<file path="config.mk">
export PLATFORM = sky130hd
export DESIGN_NAME = alu_operand_stage_flat
export DESIGN_NICKNAME = d
export VERILOG_FILES = /design/src/rtl/alu_pkg.sv /design/src/rtl/alu_operand_stage_if.sv /design/src/rtl/alu_operand_stage_fwd_unit.sv /design/src/rtl/alu_operand_stage.sv /design/src/flat_wrapper.sv
export SDC_FILE = /design/constraint.sdc
export NUM_CORES = 1
export LEC_CHECK = 0
export BUFFER_PORTS_ARGS = -buffer_cell sky130_fd_sc_hd__buf_2
export CAP_MARGIN = 15
export CORE_AREA = 5 5 129 131
export DETAILED_ROUTE_END_ITERATION = 8
export DIE_AREA = 0 0 134 136
export GPL_TIMING_DRIVEN = 0
export PLACE_DENSITY = 0.75
export SLEW_MARGIN = 0
export SYNTH_ARGS = -nofsm -noshare
export SYNTH_HDL_FRONTEND = slang
export SYNTH_SLANG_ARGS = --single-unit
</file>
<file path="constraint.sdc">
create_clock -name clk -period 2 [get_ports clk]
set_input_delay 0.1 -clock clk [delete_from_list [all_inputs] [get_ports clk]]
set_output_delay 0.1 -clock clk [all_outputs]
set_load 0.02 [all_outputs]
</file>
<file path="src/rtl/alu_pkg.sv">
// Shared types and constants for the ID/EX ALU operand stage.
package alu_pkg;

    localparam int unsigned DATA_WIDTH    = 32;
    localparam int unsigned OPCODE_LENGTH = 4;
    localparam int unsigned REG_IDX_W     = 5;

    localparam logic [OPCODE_LENGTH-1:0] ALU_AND  = 4'b0000;
    localparam logic [OPCODE_LENGTH-1:0] ALU_XOR  = 4'b0001;
    localparam logic [OPCODE_LENGTH-1:0] ALU_ADD  = 4'b0010;
    localparam logic [OPCODE_LENGTH-1:0] ALU_OR   = 4'b0011;
    localparam logic [OPCODE_LENGTH-1:0] ALU_SUB  = 4'b0100;
    localparam logic [OPCODE_LENGTH-1:0] ALU_ADDI = 4'b0101;
    localparam logic [OPCODE_LENGTH-1:0] ALU_EQ   = 4'b1000;

    typedef enum logic [1:0] {
        FWD_NONE = 2'd0,
        FWD_MEM  = 2'd1,
        FWD_WB   = 2'd2
    } fwd_sel_e;

    // Decoded instruction fields held in the ID/EX register
    typedef struct packed {
        logic [DATA_WIDTH-1:0]    rs1_data;
        logic [DATA_WIDTH-1:0]    rs2_data;
        logic [DATA_WIDTH-1:0]    imm;
        logic [DATA_WIDTH-1:0]    pc;
        logic [REG_IDX_W-1:0]     rs1;
        logic [REG_IDX_W-1:0]     rs2;
        logic [REG_IDX_W-1:0]     rd;
        logic                     alusrc_a;
        logic                     alusrc_b;
        logic [OPCODE_LENGTH-1:0] operation;
        logic                     regwrite;
        logic                     memread;
    } idex_t;

endpackage

</file>
<file path="src/rtl/alu_operand_stage_if.sv">
// Decoder-side, forwarding-side and ALU-side signals of the operand stage.
interface alu_operand_stage_if;
    import alu_pkg::*;

    logic                     in_valid;
    logic                     in_ready;
    logic [DATA_WIDTH-1:0]    id_rs1_data;
    logic [DATA_WIDTH-1:0]    id_rs2_data;
    logic [DATA_WIDTH-1:0]    id_imm;
    logic [DATA_WIDTH-1:0]    id_pc;
    logic [REG_IDX_W-1:0]     id_rs1;
    logic [REG_IDX_W-1:0]     id_rs2;
    logic [REG_IDX_W-1:0]     id_rd;
    logic                     id_alusrc_a;
    logic                     id_alusrc_b;
    logic [OPCODE_LENGTH-1:0] id_operation;
    logic                     id_regwrite;
    logic                     id_memread;
    logic                     flush;
    logic [REG_IDX_W-1:0]     mem_rd;
    logic                     mem_regwrite;
    logic                     mem_memread;
    logic [DATA_WIDTH-1:0]    mem_result;
    logic [REG_IDX_W-1:0]     wb_rd;
    logic                     wb_regwrite;
    logic [DATA_WIDTH-1:0]    wb_result;
    logic                     out_valid;
    logic                     out_ready;
    logic [DATA_WIDTH-1:0]    SrcA;
    logic [DATA_WIDTH-1:0]    SrcB;
    logic [OPCODE_LENGTH-1:0] Operation;
    logic [DATA_WIDTH-1:0]    ex_store_data;
    logic [REG_IDX_W-1:0]     ex_rd;
    logic                     ex_regwrite;
    logic                     ex_memread;

    modport master (
        output in_valid, id_rs1_data, id_rs2_data, id_imm, id_pc, id_rs1, id_rs2, id_rd,
               id_alusrc_a, id_alusrc_b, id_operation, id_regwrite, id_memread, flush,
               mem_rd, mem_regwrite, mem_memread, mem_result, wb_rd, wb_regwrite, wb_result,
               out_ready,
        input  in_ready, out_valid, SrcA, SrcB, Operation, ex_store_data, ex_rd,
               ex_regwrite, ex_memread
    );

    modport slave (
        input  in_valid, id_rs1_data, id_rs2_data, id_imm, id_pc, id_rs1, id_rs2, id_rd,
               id_alusrc_a, id_alusrc_b, id_operation, id_regwrite, id_memread, flush,
               mem_rd, mem_regwrite, mem_memread, mem_result, wb_rd, wb_regwrite, wb_result,
               out_ready,
        output in_ready, out_valid, SrcA, SrcB, Operation, ex_store_data, ex_rd,
               ex_regwrite, ex_memread
    );

endinterface

</file>
<file path="src/rtl/alu_operand_stage_fwd_unit.sv">
// Register-index compare for RAW forwarding and load-use detection.
module alu_operand_stage_fwd_unit
    import alu_pkg::*;
(
    input  logic                 i_valid,
    input  logic [REG_IDX_W-1:0] i_rs1,
    input  logic [REG_IDX_W-1:0] i_rs2,
    input  logic                 i_use_rs1,
    input  logic                 i_use_rs2,
    input  logic [REG_IDX_W-1:0] i_mem_rd,
    input  logic                 i_mem_regwrite,
    input  logic                 i_mem_memread,
    input  logic [REG_IDX_W-1:0] i_wb_rd,
    input  logic                 i_wb_regwrite,
    output fwd_sel_e             o_sel_a_c,
    output fwd_sel_e             o_sel_b_c,
    output logic                 o_load_use_c
);

    logic w_mem_fwd;
    logic w_mem_load;

    assign w_mem_fwd  = i_mem_regwrite && !i_mem_memread;
    assign w_mem_load = i_mem_regwrite && i_mem_memread && (i_mem_rd != '0);

    // Source selects: MEM over WB over register-file data; x0 never forwards
    always_comb begin
        o_sel_a_c = FWD_NONE;
        o_sel_b_c = FWD_NONE;
        if (i_rs1 != '0) begin
            if (w_mem_fwd && (i_mem_rd == i_rs1))         o_sel_a_c = FWD_MEM;
            else if (i_wb_regwrite && (i_wb_rd == i_rs1)) o_sel_a_c = FWD_WB;
        end
        if (i_rs2 != '0) begin
            if (w_mem_fwd && (i_mem_rd == i_rs2))         o_sel_b_c = FWD_MEM;
            else if (i_wb_regwrite && (i_wb_rd == i_rs2)) o_sel_b_c = FWD_WB;
        end
    end

    // Load in MEM whose destination a used source of the held instruction needs
    always_comb begin
        o_load_use_c = 1'b0;
        if (i_valid && w_mem_load) begin
            o_load_use_c = (i_use_rs1 && (i_mem_rd == i_rs1)) ||
                           (i_use_rs2 && (i_mem_rd == i_rs2));
        end
    end

endmodule

</file>
<file path="src/rtl/alu_operand_stage.sv">
// ID/EX register feeding the ALU with operand muxing.
// Optional feature macro ALU_FWD_EN: forwarding from MEM/WB and load-use stall.
module alu_operand_stage
    import alu_pkg::*;
(
    input  logic                clk,
    input  logic                rst_n,
    alu_operand_stage_if.slave  bus
);

    logic                  r_valid;
    idex_t                 r_idex;
    idex_t                 w_idex_d;
    logic                  w_capture;
    logic                  w_consume;
    logic                  w_out_valid;
    logic                  w_hazard;
    logic [DATA_WIDTH-1:0] w_fwd_a;
    logic [DATA_WIDTH-1:0] w_fwd_b;

    assign w_idex_d = '{
        rs1_data:  bus.id_rs1_data,
        rs2_data:  bus.id_rs2_data,
        imm:       bus.id_imm,
        pc:        bus.id_pc,
        rs1:       bus.id_rs1,
        rs2:       bus.id_rs2,
        rd:        bus.id_rd,
        alusrc_a:  bus.id_alusrc_a,
        alusrc_b:  bus.id_alusrc_b,
        operation: bus.id_operation,
        regwrite:  bus.id_regwrite,
        memread:   bus.id_memread
    };

`ifdef ALU_FWD_EN
    fwd_sel_e w_sel_a;
    fwd_sel_e w_sel_b;
    logic     w_is_store;

    // A store has an immediate SrcB but still needs rs2 as its data
    assign w_is_store = r_idex.alusrc_b && !r_idex.regwrite && !r_idex.memread;

    alu_operand_stage_fwd_unit u_fwd_unit (
        .i_valid        (r_valid),
        .i_rs1          (r_idex.rs1),
        .i_rs2          (r_idex.rs2),
        .i_use_rs1      (!r_idex.alusrc_a),
        .i_use_rs2      (!r_idex.alusrc_b || w_is_store),
        .i_mem_rd       (bus.mem_rd),
        .i_mem_regwrite (bus.mem_regwrite),
        .i_mem_memread  (bus.mem_memread),
        .i_wb_rd        (bus.wb_rd),
        .i_wb_regwrite  (bus.wb_regwrite),
        .o_sel_a_c      (w_sel_a),
        .o_sel_b_c      (w_sel_b),
        .o_load_use_c   (w_hazard)
    );

    // Forwarding data muxes, re-evaluated every cycle the instruction is held
    always_comb begin
        w_fwd_a = r_idex.rs1_data;
        w_fwd_b = r_idex.rs2_data;
        case (w_sel_a)
            FWD_MEM: w_fwd_a = bus.mem_result;
            FWD_WB:  w_fwd_a = bus.wb_result;
            default: w_fwd_a = r_idex.rs1_data;
        endcase
        case (w_sel_b)
            FWD_MEM: w_fwd_b = bus.mem_result;
            FWD_WB:  w_fwd_b = bus.wb_result;
            default: w_fwd_b = r_idex.rs2_data;
        endcase
    end
`else
    logic w_unused_fwd;

    // No forwarding: upstream schedules NOPs, so register data is always current
    assign w_hazard     = 1'b0;
    assign w_fwd_a      = r_idex.rs1_data;
    assign w_fwd_b      = r_idex.rs2_data;
    assign w_unused_fwd = ^{bus.mem_rd, bus.mem_regwrite, bus.mem_memread, bus.mem_result,
                            bus.wb_rd, bus.wb_regwrite, bus.wb_result, r_idex.rs1, r_idex.rs2};
`endif

    assign w_out_valid = r_valid && !w_hazard;
    assign w_consume   = w_out_valid && bus.out_ready;
    assign bus.in_ready = !r_valid || w_consume;
    assign w_capture   = bus.in_valid && bus.in_ready;

    // Valid bit and instruction fields; flush wins over a same-cycle capture
    always_ff @(posedge clk or negedge rst_n) begin
        if (!rst_n) begin
            r_valid <= 1'b0;
            r_idex  <= '0;
        end else begin
            if (bus.flush)      r_valid <= 1'b0;
            else if (w_capture) r_valid <= 1'b1;
            else if (w_consume) r_valid <= 1'b0;
            if (w_capture && !bus.flush) r_idex <= w_idex_d;
        end
    end

    // Operand selection and pass-through fields straight from the held register
    assign bus.out_valid     = w_out_valid;
    assign bus.SrcA          = r_idex.alusrc_a ? r_idex.pc  : w_fwd_a;
    assign bus.SrcB          = r_idex.alusrc_b ? r_idex.imm : w_fwd_b;
    assign bus.ex_store_data = w_fwd_b;
    assign bus.Operation     = r_idex.operation;
    assign bus.ex_rd         = r_idex.rd;
    assign bus.ex_regwrite   = r_idex.regwrite;
    assign bus.ex_memread    = r_idex.memread;

endmodule

</file>
<file path="src/flat_wrapper.sv">
// flat-port wrapper written by rule: the top's interface ports become plain ports
module alu_operand_stage_flat import alu_pkg::*;
  (clk, rst_n, bus_in_valid, bus_id_rs1_data, bus_id_rs2_data, bus_id_imm, bus_id_pc, bus_id_rs1, bus_id_rs2, bus_id_rd, bus_id_alusrc_a, bus_id_alusrc_b, bus_id_operation, bus_id_regwrite, bus_id_memread, bus_flush, bus_mem_rd, bus_mem_regwrite, bus_mem_memread, bus_mem_result, bus_wb_rd, bus_wb_regwrite, bus_wb_result, bus_out_ready, bus_in_ready, bus_out_valid, bus_SrcA, bus_SrcB, bus_Operation, bus_ex_store_data, bus_ex_rd, bus_ex_regwrite, bus_ex_memread);
  alu_operand_stage_if bus_i ();
  input  logic clk;
  input  logic rst_n;
  input wire logic [$bits(bus_i.in_valid)-1:0] bus_in_valid;
  input wire logic [$bits(bus_i.id_rs1_data)-1:0] bus_id_rs1_data;
  input wire logic [$bits(bus_i.id_rs2_data)-1:0] bus_id_rs2_data;
  input wire logic [$bits(bus_i.id_imm)-1:0] bus_id_imm;
  input wire logic [$bits(bus_i.id_pc)-1:0] bus_id_pc;
  input wire logic [$bits(bus_i.id_rs1)-1:0] bus_id_rs1;
  input wire logic [$bits(bus_i.id_rs2)-1:0] bus_id_rs2;
  input wire logic [$bits(bus_i.id_rd)-1:0] bus_id_rd;
  input wire logic [$bits(bus_i.id_alusrc_a)-1:0] bus_id_alusrc_a;
  input wire logic [$bits(bus_i.id_alusrc_b)-1:0] bus_id_alusrc_b;
  input wire logic [$bits(bus_i.id_operation)-1:0] bus_id_operation;
  input wire logic [$bits(bus_i.id_regwrite)-1:0] bus_id_regwrite;
  input wire logic [$bits(bus_i.id_memread)-1:0] bus_id_memread;
  input wire logic [$bits(bus_i.flush)-1:0] bus_flush;
  input wire logic [$bits(bus_i.mem_rd)-1:0] bus_mem_rd;
  input wire logic [$bits(bus_i.mem_regwrite)-1:0] bus_mem_regwrite;
  input wire logic [$bits(bus_i.mem_memread)-1:0] bus_mem_memread;
  input wire logic [$bits(bus_i.mem_result)-1:0] bus_mem_result;
  input wire logic [$bits(bus_i.wb_rd)-1:0] bus_wb_rd;
  input wire logic [$bits(bus_i.wb_regwrite)-1:0] bus_wb_regwrite;
  input wire logic [$bits(bus_i.wb_result)-1:0] bus_wb_result;
  input wire logic [$bits(bus_i.out_ready)-1:0] bus_out_ready;
  output wire logic [$bits(bus_i.in_ready)-1:0] bus_in_ready;
  output wire logic [$bits(bus_i.out_valid)-1:0] bus_out_valid;
  output wire logic [$bits(bus_i.SrcA)-1:0] bus_SrcA;
  output wire logic [$bits(bus_i.SrcB)-1:0] bus_SrcB;
  output wire logic [$bits(bus_i.Operation)-1:0] bus_Operation;
  output wire logic [$bits(bus_i.ex_store_data)-1:0] bus_ex_store_data;
  output wire logic [$bits(bus_i.ex_rd)-1:0] bus_ex_rd;
  output wire logic [$bits(bus_i.ex_regwrite)-1:0] bus_ex_regwrite;
  output wire logic [$bits(bus_i.ex_memread)-1:0] bus_ex_memread;
  assign bus_i.in_valid = bus_in_valid;
  assign bus_i.id_rs1_data = bus_id_rs1_data;
  assign bus_i.id_rs2_data = bus_id_rs2_data;
  assign bus_i.id_imm = bus_id_imm;
  assign bus_i.id_pc = bus_id_pc;
  assign bus_i.id_rs1 = bus_id_rs1;
  assign bus_i.id_rs2 = bus_id_rs2;
  assign bus_i.id_rd = bus_id_rd;
  assign bus_i.id_alusrc_a = bus_id_alusrc_a;
  assign bus_i.id_alusrc_b = bus_id_alusrc_b;
  assign bus_i.id_operation = bus_id_operation;
  assign bus_i.id_regwrite = bus_id_regwrite;
  assign bus_i.id_memread = bus_id_memread;
  assign bus_i.flush = bus_flush;
  assign bus_i.mem_rd = bus_mem_rd;
  assign bus_i.mem_regwrite = bus_mem_regwrite;
  assign bus_i.mem_memread = bus_mem_memread;
  assign bus_i.mem_result = bus_mem_result;
  assign bus_i.wb_rd = bus_wb_rd;
  assign bus_i.wb_regwrite = bus_wb_regwrite;
  assign bus_i.wb_result = bus_wb_result;
  assign bus_i.out_ready = bus_out_ready;
  assign bus_in_ready = bus_i.in_ready;
  assign bus_out_valid = bus_i.out_valid;
  assign bus_SrcA = bus_i.SrcA;
  assign bus_SrcB = bus_i.SrcB;
  assign bus_Operation = bus_i.Operation;
  assign bus_ex_store_data = bus_i.ex_store_data;
  assign bus_ex_rd = bus_i.ex_rd;
  assign bus_ex_regwrite = bus_i.ex_regwrite;
  assign bus_ex_memread = bus_i.ex_memread;
  alu_operand_stage u_core (.clk(clk), .rst_n(rst_n), .bus(bus_i));
endmodule
</file>
# == After elaboration in Yosys (flattened, before gate mapping) ==
# Cells that the tools add are included.
# totals
word_cells,23
register_bits,142
romBits,0
mem_bits_rw,0
latchBits,0
output_inout_bits,109
mem_count,0
inputBits,233
# op_classes
mux,5
n_addsub,0
n_reduce_logical,7
n_mul,0
shift,0
div_mod_pow,0
bitwise_logic,0
order_cmp,0
eq_ne,0
# op_table
op,count
$mux W32,2
$logic_and A1 B1 Y1,3
$mux W1,3
$reduce_bool A3 Y1,1
$logic_not A1 Y1,2
$logic_or A1 B1 Y1,1

# == Logic depth before layout (Yosys ltp) ==
# Gate-level depths: netlist of the first run.
# depth
depth_word,5
ltp_mapped,5
depth_no_buf,3

# == Worst setup path after synthesis of the first run ==
# Ideal clock, no wire load.
# synth_path
path_kind,register to register
startpoint,register u_core.r_valid (netlist: u_core.bus.out_valid)
endpoint,register u_core.r_idex (netlist bit u_core.bus.ex_store_data[0])
required_ns,1.873
arrival_ns,1.539
stages_incl_launch_ff,6
slack_ns,0.334
synth_period_minus_slack_ns,1.666
setup_ns,0.127
n_path_buf,2
cell_sequence,dfrtp_1 > nor2b_1 > nor3b_2 > buf_6 > buf_6 > mux2_1
# synth_via
elab_chain_len,4
elab_cells_between_ends,5
classes_between,reduce/logical (5)
# synth_rtl
element,line_no,source
start: declaration,alu_operand_stage.sv:11,logic r_valid;
start signal: assignment,alu_operand_stage.sv:94,r_valid <= 1'b0;
start signal: assignment,alu_operand_stage.sv:97,if (bus.flush) r_valid <= 1'b0;
start signal: assignment,alu_operand_stage.sv:98,else if (w_capture) r_valid <= 1'b1;
$logic_not A1 Y1 or $logic_and A1 B1 Y1 (tied branches),"alu_operand_stage.sv:88, alu_operand_stage.sv:87",
$logic_or A1 B1 Y1 *,alu_operand_stage.sv:88,assign bus.in_ready = !r_valid || w_consume;
$logic_and A1 B1 Y1 *,alu_operand_stage.sv:89,assign w_capture = bus.in_valid && bus.in_ready;
$logic_and A1 B1 Y1 *,alu_operand_stage.sv:100,if (w_capture && !bus.flush) r_idex <= w_idex_d;
end signal: assignment,alu_operand_stage.sv:100,
end: declaration,alu_operand_stage.sv:12,idex_t r_idex;
# Every way passes the cells marked *; elsewhere a longest branch is shown, timed or not.
# A chain may end at the register's enable or synchronous reset.

# == Worst setup path after layout of the first run ==
# layout_path
startpoint,register u_core.r_idex[7] (netlist name)
endpoint,output bus_SrcA[19]
# layout_via
elab_chain_len,1
# layout_rtl
element,line_no,source
$mux W32,alu_operand_stage.sv:106,assign bus.SrcA = r_idex.alusrc_a ? r_idex.pc : w_fwd_a;
end: declaration,flat_wrapper.sv:31,output wire logic [$bits(bus_i.SrcA)-1:0] bus_SrcA;
# No other way between the ends.

==> results of run 1 <==
-- Yosys cell counts --
cell type	instances	area [um^2]
nor3b_2	1	12.51
mux2_2	115	1295
inv_1	1	3.750
clkbuf_1	7	26.28
nor2_1	2	7.510
buf_6	10	112.6
buf_2	6	30.03
mux2_1	90	1013
nor2b_1	1	6.260
dfrtp_1	142	3553
buf_4	41	307.8
-- kinds of logic after synthesis --
group / after synthesis / share of synthesized area, %
flip-flops: 142 / 55.80
AND/OR/NAND/NOR: 4 / 0.4126
buffers and inverters: 65 / 7.544
multiplexers: 205 / 36.25
-- timing repair --
item | 4_1_cts | 5_1_grt
endpoints found under the hold margin | 284 | 0
hold buffers | 144 | 0
pin swaps | 0 | 0
resized for setup | 10 | 3
endpoints found under the setup margin | 55 | 22
-- registers in the layout (all words and copies together), names as in the netlist --
name                      count
u_core.bus.ex_store_data     32
u_core.bus.ex_rd              5
u_core.bus.Operation          4
u_core.w_fwd_a               32
u_core.bus.ex_memread         1
u_core.bus.out_valid          1
u_core.r_idex                66
u_core.bus.ex_regwrite        1
-- routing by layer --
layer | vias up | wire length (um) | global-route usage, %
met5 | - | 0 | 0
met4 | 0 | 469 | 7.886
met3 | 40 | 1391 | 6.403
met2 | 218 | 9880 | 38.46
met1 | 2453 | 7237 | 23.90
li1 | 2249 | - | -
-- worst paths after layout --
path,cells past startpoint,to
setup / recovery,3,bus_SrcA[19]
hold / removal,3,u_core.bus.ex_store_data[9]
setup reg to reg,5,u_core.r_idex[24]
hold reg to reg,1,u_core.r_idex[83]
max in group asynchronous,3,u_core.w_fwd_a[28]
min in group clk,4,u_core.r_idex[50]
-- worst max-delay path, cell delays in order (launching register included) --
cell	delay (ns)
dfrtp_1	0.48
buf_2	0.30
mux2_2	0.39
buf_2	0.17
-- power groups by stage --
stage | combinational [mW] | clock, mW | sequential (mW)
6_report | 2.91 | 3.38 | 3.67
5_1_grt | 3.11 | 3.56 | 3.72
4_1_cts | 2.90 | 3.45 | 3.64
3_5_place_dp | 2.66 | 0 | 3.68
3_3_place_gp | 2.59 | 0 | 3.63
2_1_floorplan | 1.79 | 0 | 3.59
-- area by class of cell --
cell class,count,area (um^2)
buffer,62,488.0
clock inverter,10,160.2
inverter,1,3.754
timing repair buffer,400,2774
multi-input combinational,209,2341
fill,1061,5448
sequential,142,3553
tap,192,240.2
clock buffer,22,474.2
-- metrics by stage --
step	setup WS, ns	hold slack (ns)	instances	setup TNS (ns)
3_5_place_dp	0.09049	0.1383	864	0
2_1_floorplan	0.3338	-0.1956	416	0
4_1_cts	0.02031	0.2712	1039	0
5_1_grt	0.04943	0.3035	1038	0
3_3_place_gp	-1.006	0.2806	862	-141.13
6_report	0.1458	0.2766	1038	0
==> out/results.ini, run 1 <==
[place]
dpl_cell_area_um2=7941
gp_congestion=0.7738
dp_hpwl_mm=12.18
portBuffers=254

[drt]
ant_nets=0
wire_per_inst_um=18.28
first_pass_iters=4
vias_per_cell=4.778
first_iter_violations=109
vias=4960
wl_mm=18.98
drc=0

[clock_network]
htreeDepth=4
clkTransAtPathRegs_ns=0.06
cts_root_buffer=clkbuf_16
cts_max_path_buffers=2
cts_buffers=17
cts_setup_buffers=0
cts_tree=done
clk_latency_ns=0.41
cts.sinks=142

[final_layout]
mostFrequentLayoutCell=buf_2
layout-drive-gt1-share_pct=54.85
nets=1066
final_core_util_pct=64.81
diodes=0
syn_to_final_growth_pct=57.56
fin_area_um2=10030
final_cell_mix=buf_2 (259), dlygate4sd3_1 (144), dfrtp_1 (142)

[global_route]
grt_pass1_vias=5909
grt_max_degree=72
overflow=0
grt.total_usage_pct=21.35
grt_pass1_wl_mm=30.51
antenna_found_initial=0

[power_and_ir_drop]
p_sw_mw=2.941
comb_power_share_pct=29.2
irDropWorstVdd_mv=0.6523
seqPwrFrac_pct=36.8
power.leakage_nw=4.751
p_int_mw=7.013
swShare_pct=29.55
finalPower_mw=9.955
pwr-share-clk_pct=33.9
power_density_nw_per_um2=992.0

[floorplan]
num_rows=46
die_h_um=136
io_pins=342
fp.coreArea_um2=15480
die_area_um2=18220
die_w_um=134
initial_core_util_pct=41.13

[timing]
clock-skew-final_ns=0.006464
slew_viol_final=0
finalCriticalPeriod_ns=1.854
rsz0062_at_grt=false
slew_headroom_pct=74.20
hold_violations=0
setup_viol=0
period_share_pct=92.71
tightest_slew_ns=0.3870
fmax_mhz=539.3

[worst_setup_path]
criticalPathCategory=reg -> out
rrSetupSlack_ns=0.17
startpoint=u_core.r_idex[7]
critPathCaptureType=output port
worstPathArrival_ns=1.75
r2r-start=u_core.bus.out_valid
required_ns=1.90
critPathLaunchType=flip-flop
crit_path_max_fanout=10

[synthesis]
avgSynthCellArea_um2=15.31
netlist_area_um2=6369
ys_types=11
yosys_warnings=0
ys_seq_area_share_pct=55.80
synth_seq_cells=142
synth_nets=649
post_synth_inst_count=416

[run_status]
outcome=finished, final reports clean

[run]
cap_violations=0

[min_path]
hold_class=in -> async

No activity file was read; power rests on OpenSTA's default activity.
==> run 2: changes to the inputs <==
CTS_CLUSTER_DIAMETER = 80   (was not set)
REMOVE_ABC_BUFFERS = 1   (was not set)
==> run 2 against run 1 <==
Against the previous run:
- critical path depth increased by 3
- power is 5.5% lower
- wire length fell by 13%
- clock-buffer cell count decreased by 1
- maximum frequency is 3.2% lower
- combinational power down 9.3%
- die area unchanged
- final area down 3.6%
- clock power fell by 8.3%
- register-to-register slack lost 0.09 ns
- clock skew up 0.0027 ns
- sequential power is essentially flat
==> out/results.ini, run 2 (synthesis results as in run 1) <==
[clock_network]
cts_root_buffer=clkbuf_16
cts_max_path_buffers=2  ; unchanged
clkTransAtPathRegs_ns=0.06  ; about the same
htreeDepth=4  ; unchanged
cts.sinks=142  ; unchanged
cts_tree=done
clk_latency_ns=0.41  ; about the same
cts_buffers=17  ; unchanged

[timing]
fmax_mhz=522.2  ; -3.2%
finalCriticalPeriod_ns=1.915  ; +0.06081 ns
slew_viol_final=0  ; unchanged
clock-skew-final_ns=0.009163  ; +0.002699 ns
period_share_pct=95.75  ; +3.0 points
rsz0062_at_grt=false
hold_violations=0  ; unchanged
fin_ws_ns=0.08496  ; -0.06081 ns
slew_headroom_pct=56.24  ; -18 points
tightest_slew_ns=0.6564  ; +0.2694 ns
setup_viol=0  ; unchanged
fin_tns_setup_ns=0  ; unchanged

[final_layout]
largest_reg_flops=66  ; unchanged
layout-drive-gt1-share_pct=52.27  ; -2.6 points
syn_to_final_growth_pct=51.94
nets=1015  ; -4.8%
fin_area_um2=9677  ; -3.6%
top_register=u_core.r_idex
multiInputGateArea_um2=2341  ; unchanged
final_cell_mix=buf_2 (253), dlygate4sd3_1 (144), dfrtp_1 (140)
fillerInstances=1114  ; +5.0%
mostFrequentLayoutCell=buf_2
seqCellArea_um2=3556  ; about the same

[worst_setup_path]
rr_endpoint=u_core.bus.ex_rd[3]
worst-path-buf-inv=3  ; +1
worstPathArrival_ns=2.20  ; +0.45 ns
critPathCaptureType=flip-flop
crit_path_max_fanout=39  ; +29
critPathLaunchType=flip-flop
cp_cell_sequence=nor2b_1 -> nor3b_4 -> buf_4 -> buf_12 -> buf_12 -> mux2_2
rr_worst_depth=6  ; +1
cp.depth=6  ; +3
r2r-start=u_core.bus.out_valid
cp_common_cell=buf_12
crit_slowest_cell=dfrtp_1
startpoint=u_core.bus.out_valid
rrSetupSlack_ns=0.08  ; -0.09 ns
cp-endpoint=u_core.bus.ex_rd[3]
required_ns=2.29  ; +0.39 ns
cpLargestDelayFamily=buffers and inverters
criticalPathCategory=reg -> reg
max_stage_delay_ns=0.38  ; -0.10 ns

[floorplan]
fp.coreArea_um2=15480  ; unchanged
initial_core_util_pct=41.13  ; unchanged
io_pins=342  ; unchanged
num_rows=46  ; unchanged
die_h_um=136  ; unchanged
die_w_um=134  ; unchanged
die_area_um2=18220  ; unchanged

[min_path]
hold_class=in -> async

[power_and_ir_drop]
power_density_nw_per_um2=972.4  ; -2.0%
finalPower_mw=9.409  ; -5.5%
power.leakage_nw=4.503  ; -5.2%
irDropWorstVdd_mv=0.5734  ; -12%

[drt]
wire_per_inst_um=16.65  ; -8.9%
vias=4623  ; -6.8%
wl_mm=16.43  ; -13%
ant_nets=0  ; unchanged
drc=0  ; unchanged
first_pass_iters=4  ; unchanged
first_iter_violations=145  ; +33%
vias_per_cell=4.684  ; -2.0%

[global_route]
grt_use_met3_pct=6.218  ; -0.19 points
antenna_found_initial=0  ; unchanged
overflow=0  ; unchanged
grt_use_met2_pct=33.80  ; -4.7 points
grt_pass1_wl_mm=26.89  ; -12%
grtUsageMet1_pct=20.26  ; -3.6 points
busiest_layer=met2
grt.total_usage_pct=18.55  ; -2.8 points
grt_max_degree=75  ; +4.2%
grt_pass1_vias=5318  ; -10%

[run_status]
outcome=finished, final reports clean

[run]
cap_violations=0  ; unchanged

[place]
dpl_cell_area_um2=7604  ; -4.3%
place_ws_ns=-0.7094  ; -0.7999 ns
dp_hpwl_mm=10.65  ; -13%
portBuffers=254  ; unchanged
gp_congestion=0.7313  ; -5.5%

==> run 2: through the flow <==
step | hold slack, ns | std cells | utilization (%)
detailed placement | 0.1458 | 808 | 49.11
finish | 0.2497 | 987 | 62.50
floorplan | -0.1956 | 352 | -
CTS | 0.2694 | 987 | 62.58
global route | 0.3136 | 986 | 62.49
global placement | 0.2845 | 798 | 47.82
==> run 2: cell type report <==
class	count	area share [%]
Inverter	1	0.03879
Antenna cell	1	0.02586
Clock inverter	10	1.177
Timing Repair Buffer	411	30.48
Multi-Input combinational cell	209	24.19
Clock buffer	21	4.862
Tap cell	192	2.483
Sequential cell	142	36.75
==> run 2: layer usage <==
metal  share of wire [%]  vias to the layer above
met1                  39                     2252
met4                 2.3                        0
met3                 6.7                       31
li1                    -                     2161
met5                   0                        -
met2                  52                      179
==> run 2: how the worst min path moves through the flow <==
stage | startpoint | to | slack (ns) | depth (start not counted)
CTS | rst_n | u_core.w_fwd_a[1] | 0.27 | 2
detailed placement | rst_n | u_core.w_fwd_a[1] | 0.15 | 1
floorplan | rst_n | u_core.bus.Operation[0] | -0.20 | 0
finish | rst_n | u_core.w_fwd_a[1] | 0.25 | 2
global placement | bus_flush | u_core.bus.out_valid | 0.28 | 2
global route | rst_n | u_core.w_fwd_a[1] | 0.31 | 2
==> run 2: timing repair <==
item / 4_1_cts / 5_1_grt
pin swaps: 1 / 1
setup endpoints to repair: 166 / 55
endpoints found under the hold margin: 210 / 0
cloned: 1 / 0
hold buffers: 144 / 0
setup buffers: 5 / 0
resized for setup: 5 / 2
==> run 2: where the power goes <==
part	leakage [nW]	switching (mW)	internal, mW
Sequential	1.67	0.298	3.37
Clock	0.289	1.18	1.93
Combinational	2.55	1.33	1.31
